**config.mk**
```make
export PLATFORM = sky130hd
export DESIGN_NAME = rr_onehot_arbiter
export DESIGN_NICKNAME = d
export VERILOG_FILES = /design/src/rtl/rr_onehot_arbiter.sv
export SDC_FILE = /design/constraint.sdc
export NUM_CORES = 1
export LEC_CHECK = 0
export ABC_AREA = 1
export CAP_MARGIN = 20
export CORE_MARGIN = 4
export CORE_UTILIZATION = 58
export CTS_BUF_LIST = sky130_fd_sc_hd__clkbuf_8 sky130_fd_sc_hd__clkbuf_16
export DETAILED_ROUTE_END_ITERATION = 10
export PLACE_DENSITY_LB_ADDON = 0.15
export SLEW_MARGIN = 20
export SYNTH_ARGS = -nofsm -noshare
export SYNTH_HDL_FRONTEND = slang
export SYNTH_SLANG_ARGS = --single-unit
```
**constraint.sdc**
```tcl
create_clock -name clk -period 4.1 [get_ports clk]
set_clock_uncertainty 0.15 [all_clocks]
set_input_delay 1.025 -clock clk [delete_from_list [all_inputs] [get_ports clk]]
set_output_delay 1.025 -clock clk [all_outputs]
set_load 0.01 [all_outputs]
```
**src/rtl/rr_onehot_arbiter.sv**
```systemverilog
// rr_onehot_arbiter: N-way round-robin arbiter with a registered one-hot grant.
// A grant is held until the owner pulses done, drops its request, or the
// hold counter reaches MAX_HOLD-1. A release caused only by the hold limit
// raises a one-cycle timeout pulse. One idle cycle always separates grants.
module rr_onehot_arbiter #(
  parameter int N        = 4,
  parameter int MAX_HOLD = 8
) (
  input  logic                 clk,
  input  logic                 rst_n,
  input  logic [N-1:0]         req,
  input  logic                 done,
  output logic [N-1:0]         gnt,
  output logic                 gnt_valid,
  output logic [$clog2(N)-1:0] gnt_idx,
  output logic                 timeout
);

  localparam int             IW        = $clog2(N);
  localparam logic [7:0]     HOLD_LAST = 8'(MAX_HOLD - 1);
  localparam logic [7:0]     HOLD_MAX  = 8'hFF;
  localparam logic [N-1:0]   ONE_HOT0  = {{(N-1){1'b0}}, 1'b1};
  localparam logic [IW-1:0]  LAST_RST  = IW'(N - 1);

  typedef enum logic [0:0] {
    S_IDLE  = 1'b0,
    S_GRANT = 1'b1
  } state_e;

  state_e          state_q,     state_d;
  logic [N-1:0]    gnt_q,       gnt_d;
  logic            gnt_valid_q, gnt_valid_d;
  logic [IW-1:0]   gnt_idx_q,   gnt_idx_d;
  logic            timeout_q,   timeout_d;
  logic [7:0]      hold_q,      hold_d;
  logic [IW-1:0]   last_q,      last_d;

  logic [IW:0]     pick_s;
  logic            found_s;
  logic [IW-1:0]   pick_idx_s;
  logic            rel_done_s;
  logic            rel_drop_s;
  logic            rel_hold_s;

  // Circular search starting at l+1: walk offsets from farthest to nearest
  // so the nearest set request is written last and wins. MSB flags a hit.
  function automatic logic [IW:0] rr_pick(input logic [N-1:0] r,
                                          input logic [IW-1:0] l);
    logic [IW:0]   res;
    logic [IW-1:0] cand;
    res = '0;
    for (int i = N; i >= 1; i--) begin
      cand = IW'((int'(l) + i) % N);
      if (r[cand]) begin
        res = {1'b1, cand};
      end else begin
        res = res;
      end
    end
    return res;
  endfunction

  assign pick_s     = rr_pick(req, last_q);
  assign found_s    = pick_s[IW];
  assign pick_idx_s = pick_s[IW-1:0];

  // Release causes evaluated against the current owner.
  assign rel_done_s = done;
  assign rel_drop_s = ~req[gnt_idx_q];
  assign rel_hold_s = (hold_q == HOLD_LAST);

  // Next-state and next-output computation for the IDLE/GRANT FSM.
  always_comb begin
    state_d     = state_q;
    gnt_d       = gnt_q;
    gnt_valid_d = gnt_valid_q;
    gnt_idx_d   = gnt_idx_q;
    timeout_d   = 1'b0;
    hold_d      = hold_q;
    last_d      = last_q;
    case (state_q)
      S_IDLE: begin
        if (found_s) begin
          state_d     = S_GRANT;
          gnt_d       = ONE_HOT0 << pick_idx_s;
          gnt_valid_d = 1'b1;
          gnt_idx_d   = pick_idx_s;
          last_d      = pick_idx_s;
          hold_d      = 8'd0;
        end else begin
          state_d     = S_IDLE;
        end
      end
      S_GRANT: begin
        if (rel_done_s || rel_drop_s || rel_hold_s) begin
          state_d     = S_IDLE;
          gnt_d       = '0;
          gnt_valid_d = 1'b0;
          hold_d      = 8'd0;
          // Only a pure hold-limit release counts as a forced revocation.
          timeout_d   = rel_hold_s & ~rel_done_s & ~rel_drop_s;
        end else begin
          state_d     = S_GRANT;
          hold_d      = (hold_q == HOLD_MAX) ? hold_q : (hold_q + 8'd1);
        end
      end
      default: begin
        state_d     = S_IDLE;
        gnt_d       = '0;
        gnt_valid_d = 1'b0;
        hold_d      = 8'd0;
      end
    endcase
  end

  // State and output registers with asynchronous active-low reset.
  always_ff @(posedge clk or negedge rst_n) begin
    if (!rst_n) begin
      state_q     <= S_IDLE;
      gnt_q       <= '0;
      gnt_valid_q <= 1'b0;
      gnt_idx_q   <= '0;
      timeout_q   <= 1'b0;
      hold_q      <= 8'd0;
      last_q      <= LAST_RST;
    end else begin
      state_q     <= state_d;
      gnt_q       <= gnt_d;
      gnt_valid_q <= gnt_valid_d;
      gnt_idx_q   <= gnt_idx_d;
      timeout_q   <= timeout_d;
      hold_q      <= hold_d;
      last_q      <= last_d;
    end
  end

  assign gnt       = gnt_q;
  assign gnt_valid = gnt_valid_q;
  assign gnt_idx   = gnt_idx_q;
  assign timeout   = timeout_q;

endmodule

```
# Word-level counts from Yosys, hierarchy flattened

Index checks and enable logic that the tools add are counted.
Widths: inputs -> output; s select.

Register bits: 19
Input port bits: 7
Output and inout bits: 8

$add $sub $neg: 5
$lt $le $gt $ge: 5
Equality and inequality tests: 5
Shifts and indexed selects: 1
Multiplexer cells: 29
Bitwise gates (word level): 5
Reduce and logical (&&, ||, !) cells: 5

Operator list:

| operator            | count |
|---|---|
| $mux 8              | 3 |
| $pmux 8 s2          | 1 |
| $lt 2x3->1 const B  | 5 |
| $mux 3              | 4 |
| $mux 1              | 11 |
| $bmux 1 s2          | 5 |
| $add 8x1->8 const B | 1 |
| $eq 8x3->1 const B  | 1 |
| $eq 8x8->1 const B  | 1 |
| $mux 4              | 2 |
| $pmux 4 s2          | 1 |
| $reduce_and 2->1    | 3 |
| $add 2x1->2 const B | 2 |
| $add 2x2->2 const B | 2 |
| $pmux 1 s2          | 2 |
| $shl 1x2->4 const A | 1 |
| $ne 3x3->1 const B  | 1 |
| $not 1->1           | 3 |
| $and 1x1->1         | 2 |
| $logic_or 1x1->1    | 2 |
| $ne 2x1->1 const B  | 1 |
| $ne 2x2->1 const B  | 1 |

# Depth between registers and ports, before layout

Word-level depth: 10
Mapped depth: 12

# Least setup slack after synthesis

No wires, ideal clock.

Path kind: in2reg
From: in req[3]
To: reg hold_q[1]
Setup time: 0.121 ns
Arrival: 1.840 ns
Data required time: 3.829 ns
Path slack: 1.989 ns
Cell stages on the path: 9
Path buffers: 1
Cells stage by stage: inv_1 nand2_1 nand3_1 nand2_1 nor2_4 nand3_2 nand2_4 buf_12 o21ai_1

Word-level cells in the longest chain between the ends: 8

Ends and longest elaborated chain:

| item                              | line | source |
|---|---|---|
| start, declared                   | 11   | `input logic [N-1:0] req,` |
| $bmux 1 s2                        | 54   | `if (r[cand]) begin` |
| $mux 1 (implied by the code)      | 54   |  |
| $mux 3 (4 in a row)               | 54   |  |
| $ne 2x2->1 (no source line)       | -    |  |
| $reduce_and 2->1 (no source line) | -    |  |
| end signal, assigned              | 132  | `hold_q <= hold_d;` |
| end, declared                     | 35   | `logic [7:0] hold_q, hold_d;` |

Parallel ways exist; a longest one is shown, timed or not. The select of a mux whose other input is x is not followed.
A chain may end at the register's enable or synchronous reset.

# Worst setup path after layout

From: in req[1]
To: reg gnt_q[2], in the netlist gnt[2]

Word-level cells in the longest chain between the ends: 9

Ends and longest elaborated chain:

| item                         | line | source |
|---|---|---|
| $bmux 1 s2                   | 54   |  |
| $mux 1 (implied by the code) | 54   |  |
| $mux 3 (4 in a row)          | 54   |  |
| $shl 1x2->4                  | 85   | `gnt_d = ONE_HOT0 << pick_idx_s;` |
| $mux 4                       | 83   | `if (found_s) begin` |
| $pmux 4 s2                   | 81   | `case (state_q)` |
| end signal, assigned         | 128  | `gnt_q <= gnt_d;` |
| end, declared                | 31   | `logic [N-1:0] gnt_q, gnt_d;` |

Parallel ways exist; a longest one is shown, timed or not. The select of a mux whose other input is x is not followed.

==> run metrics <==
Max stage delay on crit path 0.46 ns; most common cell after layout, fill and taps aside nand2_1; Rows 16; hold-fix buffers at CTS 0; filler-free cell count of the finished design 230; CP Capture Type flip-flop; CTS max path bufs 2; I/O Buffers 14; WL final 2780 um; cell leakage power 0.759 nW; YS warnings 0; ANT cells 0; Die Y 55.5 um; endpoints failing setup 0; Relative slew margins 0.411; CTS sink count 19; DR vias/cell 5.35; Die Span X 55.5 um; Req. time, crit path 4.10 ns; CTS-repair resized insts 0; Clock Tree Root clkbuf_8; Yosys reg bits 19; fmax 0.392 GHz; sequence of cells on the critical path clkdlybuf4s50_1 > nand2_1 > inv_1 > o21ai_0 > nand2_1 > nand3_1 > nand2_1 > nand3_1 > nand2_1; synthesized area per cell 6.94 um2; max-slew violation count 0; first-pass GRT wire length 5220 um; number of global-route vias before repair 1192; RSZ-0062 raised after global routing false; H-tree depth 1; DP Area 0.00145 mm2; Clock transition at path regs 0.07 ns; vias 1231; Gate Count Post-Synth 189; max cap viols 0; worst slack, placed 1.30 ns; GRT overflow 0; status finished, final reports clean; worst-margin pin slew 0.881 ns; post-DR wirelength/cell 12.1 um; share of cells above drive strength 1 0.148; critical path class in -> reg; CTS tree built; CP most frequent cell nand2_1; Final Hold Vio Count 0; DRC 0; Critical Path AT 2.55 ns; Worst-Skew Late Latency 0.25 ns; CP max-delay cell clkdlybuf4s50_1; Post-DP HPWL 2070 um; fillers 181; most frequent cells in the layout nand2_1 (68), inv_1 (18), dfrtp_1 (17); Routed Antenna Nets 0; Post-synth EDFFs 0; # Post-CTS Setup Buffers 0; Yosys cell types 24; Power Total 0.00102 W; TritonCTS buffer count 3; synthesized cell area 0.00131 mm2; final worst slack 1.55 ns; ys flop type dfrtp_1; Reg area 478 um2; worst hold path class reg -> reg; Synthesized Nets 197; Final Instance Area 0.00150 mm2; largest net degree at the start of global routing 20; Pre-Repair DR Iteration Count 4; VDD IR-drop max 0.532 mV; initial DRC count 24; kind of start point of the critical path input port; layout net count 212; PwrDens 680 mW/mm2; register area share after synthesis 0.365; placeable core area 0.00206 mm2; Inst Count DP 226; gr usage total 0.201; CP Max Fanout 10; share of flip-flops with an asynchronous set or reset 1.00; final setup TNS 0 ns; Syn-to-layout area delta 14.2%; period utilization 0.623; area of the multi-input gates 724 um2; antenna violations before repair 0; Ports 15; Final GP Congestion 0.866; die area 0.00309 mm2; Tmin final 2.55 ns; initial core utilization 0.636
[layout make-up]
class,count,area share
inverter,20,0.0501
clock inverter,1,0.00334
clock buffer,3,0.0276
multi-input combinational,146,0.484
tap,27,0.0226
timing repair buffer,14,0.0936
sequential,19,0.319
[registers in the layout, indices dropped and copies added, names as in the netlist]
signal     count
gnt_valid      1
gnt_idx        2
timeout        1
last_q         2
state_q        1
gnt            4
hold_q         8
[stage by stage]
step | util | hold slack, ns
after floorplan | - | 0.335
after global placement | 0.704 | 0.352
after detailed placement | 0.704 | 0.346
after CTS | 0.726 | 0.372
after global routing | 0.726 | 0.401
final | 0.726 | 0.365
[power breakdown]
part | internal, W | switching (W) | leakage, nW
clock | 0.0000675 | 0.0000617 | 0.0255
combinational | 0.000206 | 0.000378 | 0.486
sequential | 0.000245 | 0.0000605 | 0.247
[path summary, 6_finish.rpt]
kind	start	end	slack (ns)	cells past startpoint
max in group asynchronous	rst_n	gnt[1]	2.14	1
min reg2reg	gnt[1]	gnt[1]	0.37	2
min	gnt[1]	gnt[1]	0.37	2
max reg2reg	hold_q[0]	gnt[2]	2.19	8
max	req[1]	gnt[2]	1.55	9
min in group asynchronous	rst_n	hold_q[6]	1.12	1
[metal layers]
metal | track usage | part of all wire | vias to the layer above
li1 | - | - | 625
met1 | 0.292 | 0.48 | 572
met4 | 0.0521 | 0.0079 | 0
met5 | 0 | 0 | -
met3 | 0.0420 | 0.046 | 4
met2 | 0.302 | 0.46 | 30
[kinds of logic after synthesis]
family / count (synthesis) / synth area share
and+or+nand+nor: 126 / 0.447
buffers and inverters: 24 / 0.0830
DFF: 19 / 0.365
AOI/OAI and AO/OA: 16 / 0.0763
xor gates and xnor gates: 3 / 0.0200
adders and majority gates: 1 / 0.00954
[worst max-delay path: cells and delay by family]
family / cells / cell delay [ns]
simple gates: 6 / 0.85
buf+inv: 2 / 0.51
compound gates: 1 / 0.16
[cells in the mapped netlist (3+ instances only)]
master | instances | share of area
nor3_1 | 4 | 0.015
a21oi_1 | 3 | 0.011
nor2_1 | 16 | 0.046
xor2_1 | 3 | 0.020
nand3_1 | 16 | 0.061
nand2_1 | 68 | 0.19
nand2_2 | 11 | 0.052
nand2_4 | 3 | 0.026
o21ai_0 | 3 | 0.011
o21ai_2 | 4 | 0.027
inv_1 | 18 | 0.052
dfrtp_1 | 17 | 0.32
nand4_1 | 4 | 0.019
o21ai_1 | 4 | 0.015
(Power assumes the default switching activity.)
